## src/rtl/board_text_renderer.sv

```systemverilog
// Renders a snapshotted N x N tile board as framed ASCII text, one char per valid/ready transfer.
// Optional BTR_LZ_BLANK_EN: leading zeros of tile values print as spaces.
module board_text_renderer #(
  parameter int unsigned N      = 4,
  parameter int unsigned VAL_W  = 20,
  parameter int unsigned DIGITS = 4,
  parameter int unsigned CELL_W = 7
) (
  input  logic                 clk,
  input  logic                 rst,
  input  logic                 start,
  input  logic [N*N*VAL_W-1:0] board,
  output logic [7:0]           char_out,
  output logic                 char_valid,
  input  logic                 char_ready,
  output logic                 busy,
  output logic                 done
);

  localparam int unsigned LW       = N * CELL_W + 1;
  localparam int unsigned NLINES   = 4 * N + 1;
  localparam int unsigned LINE_W   = $clog2(NLINES + 1);
  localparam int unsigned COL_W    = $clog2(LW + 2);
  localparam int unsigned CELL_IW  = $clog2(N + 1);
  localparam int unsigned CC_W     = $clog2(CELL_W);
  localparam int unsigned TILE_W   = $clog2(N);
  localparam int unsigned BIT_W    = $clog2(VAL_W);

  localparam logic [LINE_W-1:0]  LastLine = LINE_W'(NLINES);
  localparam logic [COL_W-1:0]   ColLf    = COL_W'(LW);
  localparam logic [COL_W-1:0]   ColCr    = COL_W'(LW + 1);
  localparam logic [CC_W-1:0]    CcLast   = CC_W'(CELL_W - 1);
  localparam logic [CC_W-1:0]    CcDig0   = CC_W'(2);
  localparam logic [CC_W-1:0]    CcDigEnd = CC_W'(DIGITS + 2);
  localparam logic [CELL_IW-1:0] CellN    = CELL_IW'(N);
  localparam logic [BIT_W-1:0]   BitLast  = BIT_W'(VAL_W - 1);
  localparam logic [TILE_W-1:0]  TileLast = TILE_W'(N - 1);
  localparam logic [63:0]        Limit    = 64'(10 ** DIGITS);

`ifdef BTR_LZ_BLANK_EN
  localparam logic BlankEn = 1'b1;
`else
  localparam logic BlankEn = 1'b0;
`endif

  typedef enum logic [1:0] {StIdle, StEmit, StConv, StDone} state_e;

  state_e               state_q, state_d;
  logic [7:0]           char_q, char_d;
  logic                 valid_q, valid_d, busy_q, busy_d, done_q, done_d;
  logic [LINE_W-1:0]    line_q, line_d;
  logic [COL_W-1:0]     col_q, col_d;
  logic [CC_W-1:0]      cc_q, cc_d;
  logic [CELL_IW-1:0]   cell_q, cell_d;
  logic                 row_rdy_q, row_rdy_d;
  logic [VAL_W-1:0]     snap_q [N][N];
  logic [VAL_W-1:0]     snap_d [N][N];
  logic [3:0]           bcd_q [N][DIGITS];
  logic [3:0]           bcd_d [N][DIGITS];
  logic [N-1:0]         ovf_q, ovf_d;
  logic [VAL_W-1:0]     sh_q, sh_d;
  logic [DIGITS*4-1:0]  acc_q, acc_d, adj, acc_step;
  logic [BIT_W-1:0]     bit_q, bit_d;
  logic [TILE_W-1:0]    tile_q, tile_d;

  logic [TILE_W-1:0] row, cidx;
  logic [1:0]        lsel;
  logic [7:0]        gen_char;
  logic [3:0]        dig;
  logic              blank, lz, slot_free;

  assign row  = line_q[TILE_W+1:2];
  assign lsel = line_q[1:0];
  assign cidx = (cell_q < CellN) ? cell_q[TILE_W-1:0] : '0;

  // Character at the current generator position (line_q, col_q).
  always_comb begin
    gen_char = 8'h20;
    dig      = 4'h0;
    blank    = 1'b0;
    lz       = 1'b1;
    for (int j = 0; j < DIGITS; j++) begin
      if (bcd_q[cidx][j] != 4'h0) lz = 1'b0;
      if (cc_q == CC_W'(j + 2)) begin
        dig   = bcd_q[cidx][j];
        blank = lz;
      end
    end
    if (line_q == LastLine)   gen_char = col_q[0] ? 8'h0d : 8'h0a;
    else if (col_q == ColLf)  gen_char = 8'h0a;
    else if (col_q == ColCr)  gen_char = 8'h0d;
    else if (lsel == 2'd0)    gen_char = 8'h2d;
    else if (cc_q == '0)      gen_char = 8'h7c;
    else if (lsel == 2'd2 && cc_q >= CcDig0 && cc_q < CcDigEnd) begin
      if (ovf_q[cidx])            gen_char = 8'h2a;
      else if (blank && BlankEn)  gen_char = 8'h20;
      else                        gen_char = 8'h30 | {4'h0, dig};
    end
  end

  always_comb begin
    state_d   = state_q;
    char_d    = char_q;
    valid_d   = valid_q;
    busy_d    = busy_q;
    done_d    = done_q;
    line_d    = line_q;
    col_d     = col_q;
    cc_d      = cc_q;
    cell_d    = cell_q;
    row_rdy_d = row_rdy_q;
    snap_d    = snap_q;
    bcd_d     = bcd_q;
    ovf_d     = ovf_q;
    sh_d      = sh_q;
    acc_d     = acc_q;
    bit_d     = bit_q;
    tile_d    = tile_q;
    adj       = acc_q;
    for (int j = 0; j < DIGITS; j++) begin
      if (adj[j*4 +: 4] >= 4'd5) adj[j*4 +: 4] = adj[j*4 +: 4] + 4'd3;
    end
    acc_step  = {adj[DIGITS*4-2:0], sh_q[VAL_W-1]};
    slot_free = !valid_q || char_ready;

    unique case (state_q)
      StIdle: begin
        if (start) begin
          for (int r = 0; r < N; r++) begin
            for (int c = 0; c < N; c++) snap_d[r][c] = board[(r*N+c)*VAL_W +: VAL_W];
          end
          // First '-' goes out immediately; generator resumes at column 1.
          state_d   = StEmit;
          busy_d    = 1'b1;
          char_d    = 8'h2d;
          valid_d   = 1'b1;
          line_d    = '0;
          col_d     = COL_W'(1);
          cc_d      = CC_W'(1);
          cell_d    = '0;
          row_rdy_d = 1'b0;
        end
      end
      StEmit: begin
        if (slot_free) begin
          valid_d = 1'b0;
          if (line_q == LastLine && col_q == COL_W'(4)) begin
            state_d = StDone;
            busy_d  = 1'b0;
            done_d  = 1'b1;
          end else if (lsel == 2'd2 && col_q == '0 && !row_rdy_q) begin
            state_d = StConv;
            tile_d  = '0;
            bit_d   = '0;
            acc_d   = '0;
            sh_d    = snap_q[row][0];
          end else begin
            char_d  = gen_char;
            valid_d = 1'b1;
            if (line_q == LastLine) begin
              col_d = col_q + 1'b1;
            end else if (col_q == ColCr) begin
              col_d     = '0;
              cc_d      = '0;
              cell_d    = '0;
              line_d    = line_q + 1'b1;
              row_rdy_d = 1'b0;
            end else begin
              col_d = col_q + 1'b1;
              if (cc_q == CcLast) begin
                cc_d   = '0;
                cell_d = cell_q + 1'b1;
              end else begin
                cc_d = cc_q + 1'b1;
              end
            end
          end
        end
      end
      StConv: begin
        // One double-dabble step per cycle; the overflow flag comes from a direct compare.
        sh_d  = sh_q << 1;
        acc_d = acc_step;
        bit_d = bit_q + 1'b1;
        if (bit_q == BitLast) begin
          for (int j = 0; j < DIGITS; j++) bcd_d[tile_q][j] = acc_step[(DIGITS-1-j)*4 +: 4];
          ovf_d[tile_q] = 64'(snap_q[row][tile_q]) >= Limit;
          if (tile_q == TileLast) begin
            state_d   = StEmit;
            row_rdy_d = 1'b1;
          end else begin
            tile_d = tile_q + 1'b1;
            bit_d  = '0;
            acc_d  = '0;
            sh_d   = snap_q[row][tile_q + 1'b1];
          end
        end
      end
      StDone: begin
        done_d  = 1'b0;
        state_d = StIdle;
      end
      default: state_d = StIdle;
    endcase
  end

  always_ff @(posedge clk or posedge rst) begin
    if (rst) begin
      state_q   <= StIdle;
      char_q    <= '0;
      valid_q   <= 1'b0;
      busy_q    <= 1'b0;
      done_q    <= 1'b0;
      line_q    <= '0;
      col_q     <= '0;
      cc_q      <= '0;
      cell_q    <= '0;
      row_rdy_q <= 1'b0;
      ovf_q     <= '0;
      sh_q      <= '0;
      acc_q     <= '0;
      bit_q     <= '0;
      tile_q    <= '0;
      for (int r = 0; r < N; r++) begin
        for (int c = 0; c < N; c++) snap_q[r][c] <= '0;
        for (int j = 0; j < DIGITS; j++) bcd_q[r][j] <= '0;
      end
    end else begin
      state_q   <= state_d;
      char_q    <= char_d;
      valid_q   <= valid_d;
      busy_q    <= busy_d;
      done_q    <= done_d;
      line_q    <= line_d;
      col_q     <= col_d;
      cc_q      <= cc_d;
      cell_q    <= cell_d;
      row_rdy_q <= row_rdy_d;
      ovf_q     <= ovf_d;
      sh_q      <= sh_d;
      acc_q     <= acc_d;
      bit_q     <= bit_d;
      tile_q    <= tile_d;
      snap_q    <= snap_d;
      bcd_q     <= bcd_d;
    end
  end

  assign char_out   = char_q;
  assign char_valid = valid_q;
  assign busy       = busy_q;
  assign done       = done_q;

endmodule
```

## config.mk

```make
export PLATFORM = sky130hd
export DESIGN_NAME = board_text_renderer
export DESIGN_NICKNAME = d
export VERILOG_FILES = /design/src/rtl/board_text_renderer.sv
export SDC_FILE = /design/constraint.sdc
export NUM_CORES = 1
export LEC_CHECK = 0
export CAP_MARGIN = 20
export CORE_MARGIN = 3
export CORE_UTILIZATION = 54
export CTS_CLUSTER_DIAMETER = 100
export CTS_CLUSTER_SIZE = 28
export DETAILED_ROUTE_END_ITERATION = 8
export HOLD_SLACK_MARGIN = 0.12
export PLACE_DENSITY_LB_ADDON = 0.05
export SETUP_SLACK_MARGIN = 0.02
export SYNTH_ARGS = -nofsm -noshare
export SYNTH_HDL_FRONTEND = slang
export SYNTH_SLANG_ARGS = --single-unit
export TNS_END_PERCENT = 5
```

## constraint.sdc

```tcl
create_clock -name clk -period 20.7 [get_ports clk]
set_input_delay 6.21 -clock clk [delete_from_list [all_inputs] [get_ports clk]]
set_output_delay 6.21 -clock clk [all_outputs]
set_load 0.01 [all_outputs]
```

Word-level counts from Yosys, hierarchy flattened
Index checks and enable logic that the tools add are counted.

word-level totals
  register bits = 461
  input port bits = 324
  logic and storage cells = 268

cells by class
  add/subtract/negate cells = 10
  $lt $le $gt $ge = 16
  eq/ne operators = 28
  multiplexer cells = 132
  bitwise operators = 4
  reduce and logical (&&, ||, !) cells = 31

operators by type and width
  operator                count
  $bwmux W64              4
  $mux W20                9
  $bmux W80 S2            1
  $mux W80                2
  $demux W16 S2           4
  $mux W16                8
  $mux W5                 19
  $bmux W20 S2            2
  $mux W3                 16
  $mux W8                 5
  $pmux W20 S2            1
  $mux W7                 5
  $bmux W16 S2            1
  $mux W4                 8
  $pmux W16 S2            1
  $pmux W5 S2             3
  $mux W2                 12
  $ne A2 B2 Y1 const B    11
  $eq A5 B5 Y1 const B    4
  $ge A20 B14 Y1 const B  1
  $mux W1                 18
  $ge A4 B3 Y1 const B    4
  $pmux W8 S2             1
  $add A5 B1 Y5 const B   3
  other kinds (41)        78

Longest topological paths before layout
Gate-level depths: netlist of the first run.

  depth after elaboration = 21
  gate-level depth with buffers = 10
  gate-level depth less buffers = 8

Worst setup path after synthesis of the first run
No wires, ideal clock.

  kind = input-to-reg
  from = in start
  to = reg snap_q[0] (netlist bit)
  setup time = 0.125 ns
  arrival = 7.745 ns
  data required time = 20.575 ns
  setup slack = 12.831 ns
  stages on the path = 6
  path buffers = 3
  cells stage by stage = nor2b_1 > nor2b_1 > clkbuf_1 > clkbuf_1 > clkbuf_1 > mux2_2

between the ends
  word-level cells in the longest chain between the ends = 1

RTL lines
  element                             line  source
  start, declared                     11    input logic start,
  $reduce_and A2 Y1 (no source line)  --
  end signal, assigned                244   snap_q <= snap_d;
  end, declared                       56    logic [VAL_W-1:0] snap_q [N][N];

Every way passes these cells.
A chain may end at the register's enable or synchronous reset.

Worst setup path in the final report of the first run
  from = in start
  to = reg snap_q[51] (netlist bit)

Same word-level chain as after synthesis.

==> impl_metrics.json, run 1 <==
{
  "ys_async_sr_fraction": 1.00,
  "postCtsHoldBufs": 0,
  "die_area_um2": 42500,
  "place_inst": 2377,
  "die_w_um": 206,
  "min_period_ns": 9.35,
  "path_buf_inv": 4,
  "crit_path_top_delay_cell": "buf_4",
  "via_count": 14300,
  "crit_family": "buffers and inverters",
  "cts_max_level": 1,
  "finalMaxSlewViolations": 0,
  "ant_nets": 0,
  "syn2layout_area_growth_pct": 20.0,
  "crit_required_ns": 21.13,
  "grt_remaining_overflow": 0,
  "viasPerCell": 5.92,
  "cts.sinks": 460,
  "critical_path_class": "in2reg",
  "holdWs_ns": 0.482,
  "finalHoldViolations": 0,
  "port_buffers": 333,
  "total_power_mw": 3.30,
  "syn_inst": 1615,
  "rows": 72,
  "tns_ns": 0,
  "yosysWarnings": 0,
  "initial_core_util": 0.553,
  "io_pins": 335,
  "grt_pass1_vias": 14800,
  "synth_edf_count": 0,
  "yosysTopAreaCell": "dfrtp_1",
  "maxCapViolations": 0,
  "power_density_nw_per_um2": 127,
  "grt_pass1_wl_um": 84700,
  "setup_violations": 0,
  "hold_path.class": "reg2reg",
  "drt_iter0_markers": 937,
  "wl_per_cell_um": 22.8,
  "die_y_um": 206,
  "cp_cell_sequence": "clkdlybuf4s50_1 > nor2b_1 > nor2b_4 > buf_12 > buf_4 > buf_4 > mux2_2",
  "detail_route.first_pass.iterations": 5,
  "design_area_um2": 26000,
  "rsz0062_at_grt": "false",
  "fin_nets": 2236,
  "irDropWorstVdd_mv": 0.0705,
  "clkLatencyLatePin_ns": 0.57,
  "cts_tree": "yes",
  "antenna_found_initial": 15,
  "syn_nets": 1966,
  "syn_area_per_cell_um2": 13.4,
  "tightest_slew_ns": 1.13,
  "min_period_over_period": 0.452,
  "place_congestion": 0.832,
  "outcome": "completed",
  "drt_wl_total_um": 55200,
  "power.leakage_nw": 10.4,
  "path_clk_slew_ns": 0.11,
  "synth.ff_latch_count": 460,
  "cts_setup_buffers": 0,
  "place_area_um2": 25300,
  "end_kind": "register",
  "synth_most_common_cell": "dfrtp_1",
  "finalClockSkew_ns": 0.0325,
  "post_synth_num_cell_types": 62,
  "drive_gt1_frac": 0.257,
  "hpwlAfterDp_um": 40400,
  "syn_area_um2": 21600,
  "core-area_um2": 39100,
  "clock-root-buffer": "clkbuf_16",
  "synth_top_area_share": 0.532,
  "worst_slew_margin_rel": 0.246,
  "synth.top_cells.by_count": "dfrtp_1, mux2_2, nand2_1, mux4_2, o21ai_0",
  "max_freq_mhz": 107,
  "grt_max_degree": 176,
  "clockBufferDepth": 3,
  "cts_resized": 0,
  "ys.flop_type": "dfrtp_1",
  "critPathLaunchType": "input pin",
  "crit_arrival_ns": 9.78,
  "drc": 0,
  "ys_top_cells_by_area": "dfrtp_1, mux2_2, mux4_2",
  "worst_path_largest_cell_delay_ns": 0.78,
  "grt_use_total": 0.259,
  "path_max_fanout": 81,
  "ys_seq_area_frac": 0.532,
  "crit_top_cell": "buf_4",
  "numCtsBuffers": 20,
  "stdcell_count": 2416
}
## stage by stage
stage	utilization	setup slack, ns
global route	0.664	11.15
CTS	0.661	11.41
global placement	0.646	10.46
finish	0.664	11.35
detailed placement	0.647	10.84
floorplan	-	1.66
## flip-flops by register name, indices dropped and copies added (netlist names), 5 cells and up
| name | cells |
|---|---|
| sh_q | 20 |
| acc_q | 16 |
| snap_q | 320 |
| line_q | 5 |
| col_q | 5 |
| bcd_q | 64 |
| char_out | 7 |
| bit_q | 5 |
## worst min-delay path, delay by kind of cell, from the launching register on
| kind | cells | cell delay (ns) |
|---|---|---|
| AOI/OAI and AO/OA | 1 | 0.06 |
| and+or+nand+nor | 1 | 0.04 |
| DFF | 1 | 0.35 |
## kinds of logic (layout without fill, tap and decap cells)
group / count (synthesis) / count (layout) / synth area share
AOI/OAI and AO/OA: 252 / 252 / 0.0713
xor gates and xnor gates: 8 / 8 / 0.00324
muxes: 448 / 448 / 0.285
buffers and inverters: 130 / 402 / 0.0273
DFF: 460 / 460 / 0.532
adders and majority gates: 27 / 27 / 0.0156
and+or+nand+nor: 289 / 289 / 0.0652
other: 1 / 12 / 0.000173
## area by class of cell
| type | instances | area [um^2] |
|---|---|---|
| diodes | 11 | 27.5 |
| clock buffers | 22 | 508 |
| clock inverters | 2 | 32.5 |
| fillers | 2993 | 13100 |
| inverters | 25 | 101 |
| multi-input cells | 1025 | 9550 |
| flip-flops and latches | 460 | 11500 |
| well taps | 518 | 648 |
| repair buffers | 353 | 3590 |
## where the power goes
part / switching, mW / internal, mW
Clock: 0.281 / 0.180
Combinational: 0.607 / 0.727
Sequential: 0.235 / 1.27
Total: 1.12 / 2.18
## per-layer routing
layer  GRT usage  part of all wire  vias up
li1            -                 -     6458
met3      0.0550             0.063       95
met4      0.0771             0.031       14
met1       0.339              0.40     7320
met5           0            0.0016        -
met2       0.441              0.51      421
## layout by cell type, fill, tap and decap left out, drive strengths merged, types with 5 or more instances in the layout
cell type      instances
inv                   26
buf                   20
or4                    5
nor3b                 10
diode                 11
clkdlybuf4s50        333
dfrtp                460
nor3                  11
ha                    27
a211oi                46
nand3                 11
o22ai                  8
xnor2                  5
mux2                 328
nand2                148
nand4                 10
mux4                 101
nor2                  22
a31oi                 26
nor2b                 41
nand2b                13
nor4                   8
clkbuf                22
mux2i                 19
o21ai                106
a21oi                 35
## final timing paths
kind / from / endpoint / slack [ns] / cells after the start
worst min-delay path: bcd_q[17] / bcd_q[17] / 0.48 / 2
worst min register to register: bcd_q[17] / bcd_q[17] / 0.48 / 2
max in group asynchronous: rst / snap_q[54] / 12.93 / 3
worst max-delay path: start / snap_q[51] / 11.35 / 7
worst max register to register: line_q[3] / ovf_q[2] / 16.79 / 7
min in group asynchronous: rst / bcd_q[45] / 6.27 / 2
No activity file was read; power rests on OpenSTA's default activity.
==> inputs of run 2 (changes only) <==
CORE_UTILIZATION = 49   (was 54)
clock period = 8.2 ns   (was 20.7 ns; I/O delays follow)
==> run 2 against run 1 <==
Effect of this change: clock skew is 0.0048 ns lower; register-to-register slack worse by 12 ns; worst setup slack got worse by 7.8 ns; via count shrank 0.59%; routed wire length up 2.2%; count of clock-buffer cells in the layout is 1 higher; cell count rose by 2.9%; first-iteration DRC count is 8.5% higher; utilization fell by 6.2 points; critical endpoint is now snap_q[173]; largest cell class unchanged; largest power group unchanged.
==> impl_metrics.json, run 2 (synthesis gave the netlist of run 1 again) <==
{
  "grt_use_total": 0.240,
  "irDropWorstVdd_mv": 0.157,
  "core-area_um2": 43400,
  "cts_max_level": 1,
  "grt_util_met2": 0.413,
  "worst_slew_margin_rel": 0.356,
  "critPathLaunchType": "input pin",
  "min_period_ns": 4.61,
  "p_seq_frac": 0.452,
  "p_switching_mw": 2.87,
  "drt_iter0_markers": 1017,
  "grt_max_degree": 159,
  "grt_util_met1": 0.304,
  "fin_nets": 2238,
  "via_count": 14200,
  "clkLatencyLatePin_ns": 0.56,
  "place_ws_ns": 3.02,
  "cts.sinks": 460,
  "path_clk_slew_ns": 0.11,
  "fillers": 3542,
  "cp_cell_sequence": "clkdlybuf4s50_1 > nor2b_1 > nor2b_4 > buf_4 > mux2_2",
  "maxCapViolations": 0,
  "cts_tree": "yes",
  "place_area_um2": 25400,
  "final_common_cell": "dfrtp_1",
  "drive_gt1_frac": 0.258,
  "largest_register_ffs": 320,
  "rsz0062_at_grt": "false",
  "stdcell_count": 2485,
  "internal_power_mw": 5.52,
  "detail_route.first_pass.iterations": 6,
  "ant_nets": 0,
  "grt_pass1_wl_um": 86800,
  "cts_setup_buffers": 0,
  "drc": 0,
  "initial_core_util": 0.499,
  "top_regs": "snap_q x320, bcd_q x64, sh_q x20",
  "place_inst": 2446,
  "power.leakage_nw": 10.4,
  "io_pins": 335,
  "place_congestion": 0.816,
  "clockBufferDepth": 3,
  "drt_wl_total_um": 56400,
  "path_max_fanout": 47,
  "setup_violations": 0,
  "top_register": "snap_q",
  "total_power_mw": 8.39,
  "swShare": 0.342,
  "finalMaxSlewViolations": 0,
  "end_kind": "register",
  "finalClockSkew_ns": 0.0276,
  "grtUsageMet3": 0.0579,
  "hpwlAfterDp_um": 41400,
  "power_density_nw_per_um2": 321,
  "max_freq_mhz": 217,
  "tightest_slew_ns": 0.965,
  "port_buffers": 333,
  "viasPerCell": 5.72,
  "outcome": "completed",
  "wl_per_cell_um": 22.7,
  "syn2layout_area_growth_pct": 20.7,
  "worst_path_largest_cell_delay_ns": 0.74,
  "antenna_found_initial": 18,
  "grt_pass1_vias": 14700,
  "numCtsBuffers": 20,
  "clock-root-buffer": "clkbuf_16",
  "crit_required_ns": 8.64,
  "grt_remaining_overflow": 0,
  "cts_resized": 0,
  "comb_power_share": 0.407,
  "final_cell_mix": "dfrtp_1, clkdlybuf4s50_1, mux2_2",
  "crit_path_top_delay_cell": "nor2b_4",
  "min_period_over_period": 0.562,
  "die_area_um2": 46700,
  "design_area_um2": 26100,
  "p_clk_frac": 0.141,
  "finalHoldViolations": 0,
  "grt.busiest_layer": "met2",
  "postCtsHoldBufs": 0,
  "timing.final.ws_setup_ns": 3.59,
  "die_y_um": 216,
  "critical_path_class": "in2reg",
  "hold_path.class": "reg2reg",
  "crit_arrival_ns": 5.05,
  "die_w_um": 216,
  "rows": 76
}
==> run 2: changes by cell type in the layout (fill, tap and decap cells not counted) <==
| cell | change |
|---|---|
| buf_12 | +3 |
| buf_4 | -1 |
| clkbuf_16 | +1 |
| clkinv_8 | -1 |
| clkinvlp_4 | +1 |
| inv_8 | -1 |
==> run 2: power groups by stage <==
| stage | Clock (mW) | Combinational [mW] | Sequential [mW] |
|---|---|---|---|
| global placement | 0 | 3.35 | 3.79 |
| detailed placement | 0 | 3.44 | 3.84 |
| CTS | 1.23 | 3.45 | 3.79 |
| finish | 1.18 | 3.41 | 3.80 |
| global route | 1.31 | 3.68 | 3.93 |
| floorplan | 0 | 2.53 | 3.60 |
==> run 2: worst max-delay path, delay by kind of cell <==
| kind | cells | cell delay (ns) |
|---|---|---|
| and+or+nand+nor | 2 | 0.94 |
| muxes | 1 | 0.41 |
| buffers and inverters | 2 | 1.21 |
==> run 2: routing by layer <==
| metal | wire length (um) | vias up |
|---|---|---|
| met5 | 85 | - |
| met4 | 1530 | 14 |
| met3 | 3680 | 81 |
| met2 | 28700 | 353 |
| met1 | 22400 | 7293 |
| li1 | - | 6483 |
==> run 2: per-stage QoR <==
stage | util | hold slack, ns | TNS (ns)
after floorplan | - | 0.442 | -223.10
final | 0.602 | 0.482 | 0
after detailed placement | 0.586 | 0.461 | 0
after global routing | 0.602 | 0.510 | 0
after CTS | 0.599 | 0.488 | 0
after global placement | 0.586 | 0.454 | 0
==> run 2: cell type report <==
cell class / instances / area (um^2) / area share
flip-flops and latches: 460 / 11500 / 0.441
multi-input cells: 1025 / 9550 / 0.366
repair buffers: 355 / 3640 / 0.139
well taps: 585 / 732 / 0.0280
clock buffers: 23 / 533 / 0.0204
inverters: 25 / 97.6 / 0.00374
diodes: 11 / 27.5 / 0.00105
clock inverters: 1 / 16.3 / 0.000623
==> run 2: final timing paths <==
| kind | from | to | slack, ns | depth (start not counted) |
|---|---|---|---|---|
| max reg2reg | line_q[2] | ovf_q[1] | 4.55 | 7 |
| max in group asynchronous | rst | line_q[2] | 4.76 | 3 |
| min in group asynchronous | rst | bcd_q[14] | 2.22 | 2 |
| min reg2reg | bcd_q[22] | bcd_q[22] | 0.48 | 2 |
| min | bcd_q[22] | bcd_q[22] | 0.48 | 2 |
| max | start | snap_q[173] | 3.59 | 5 |
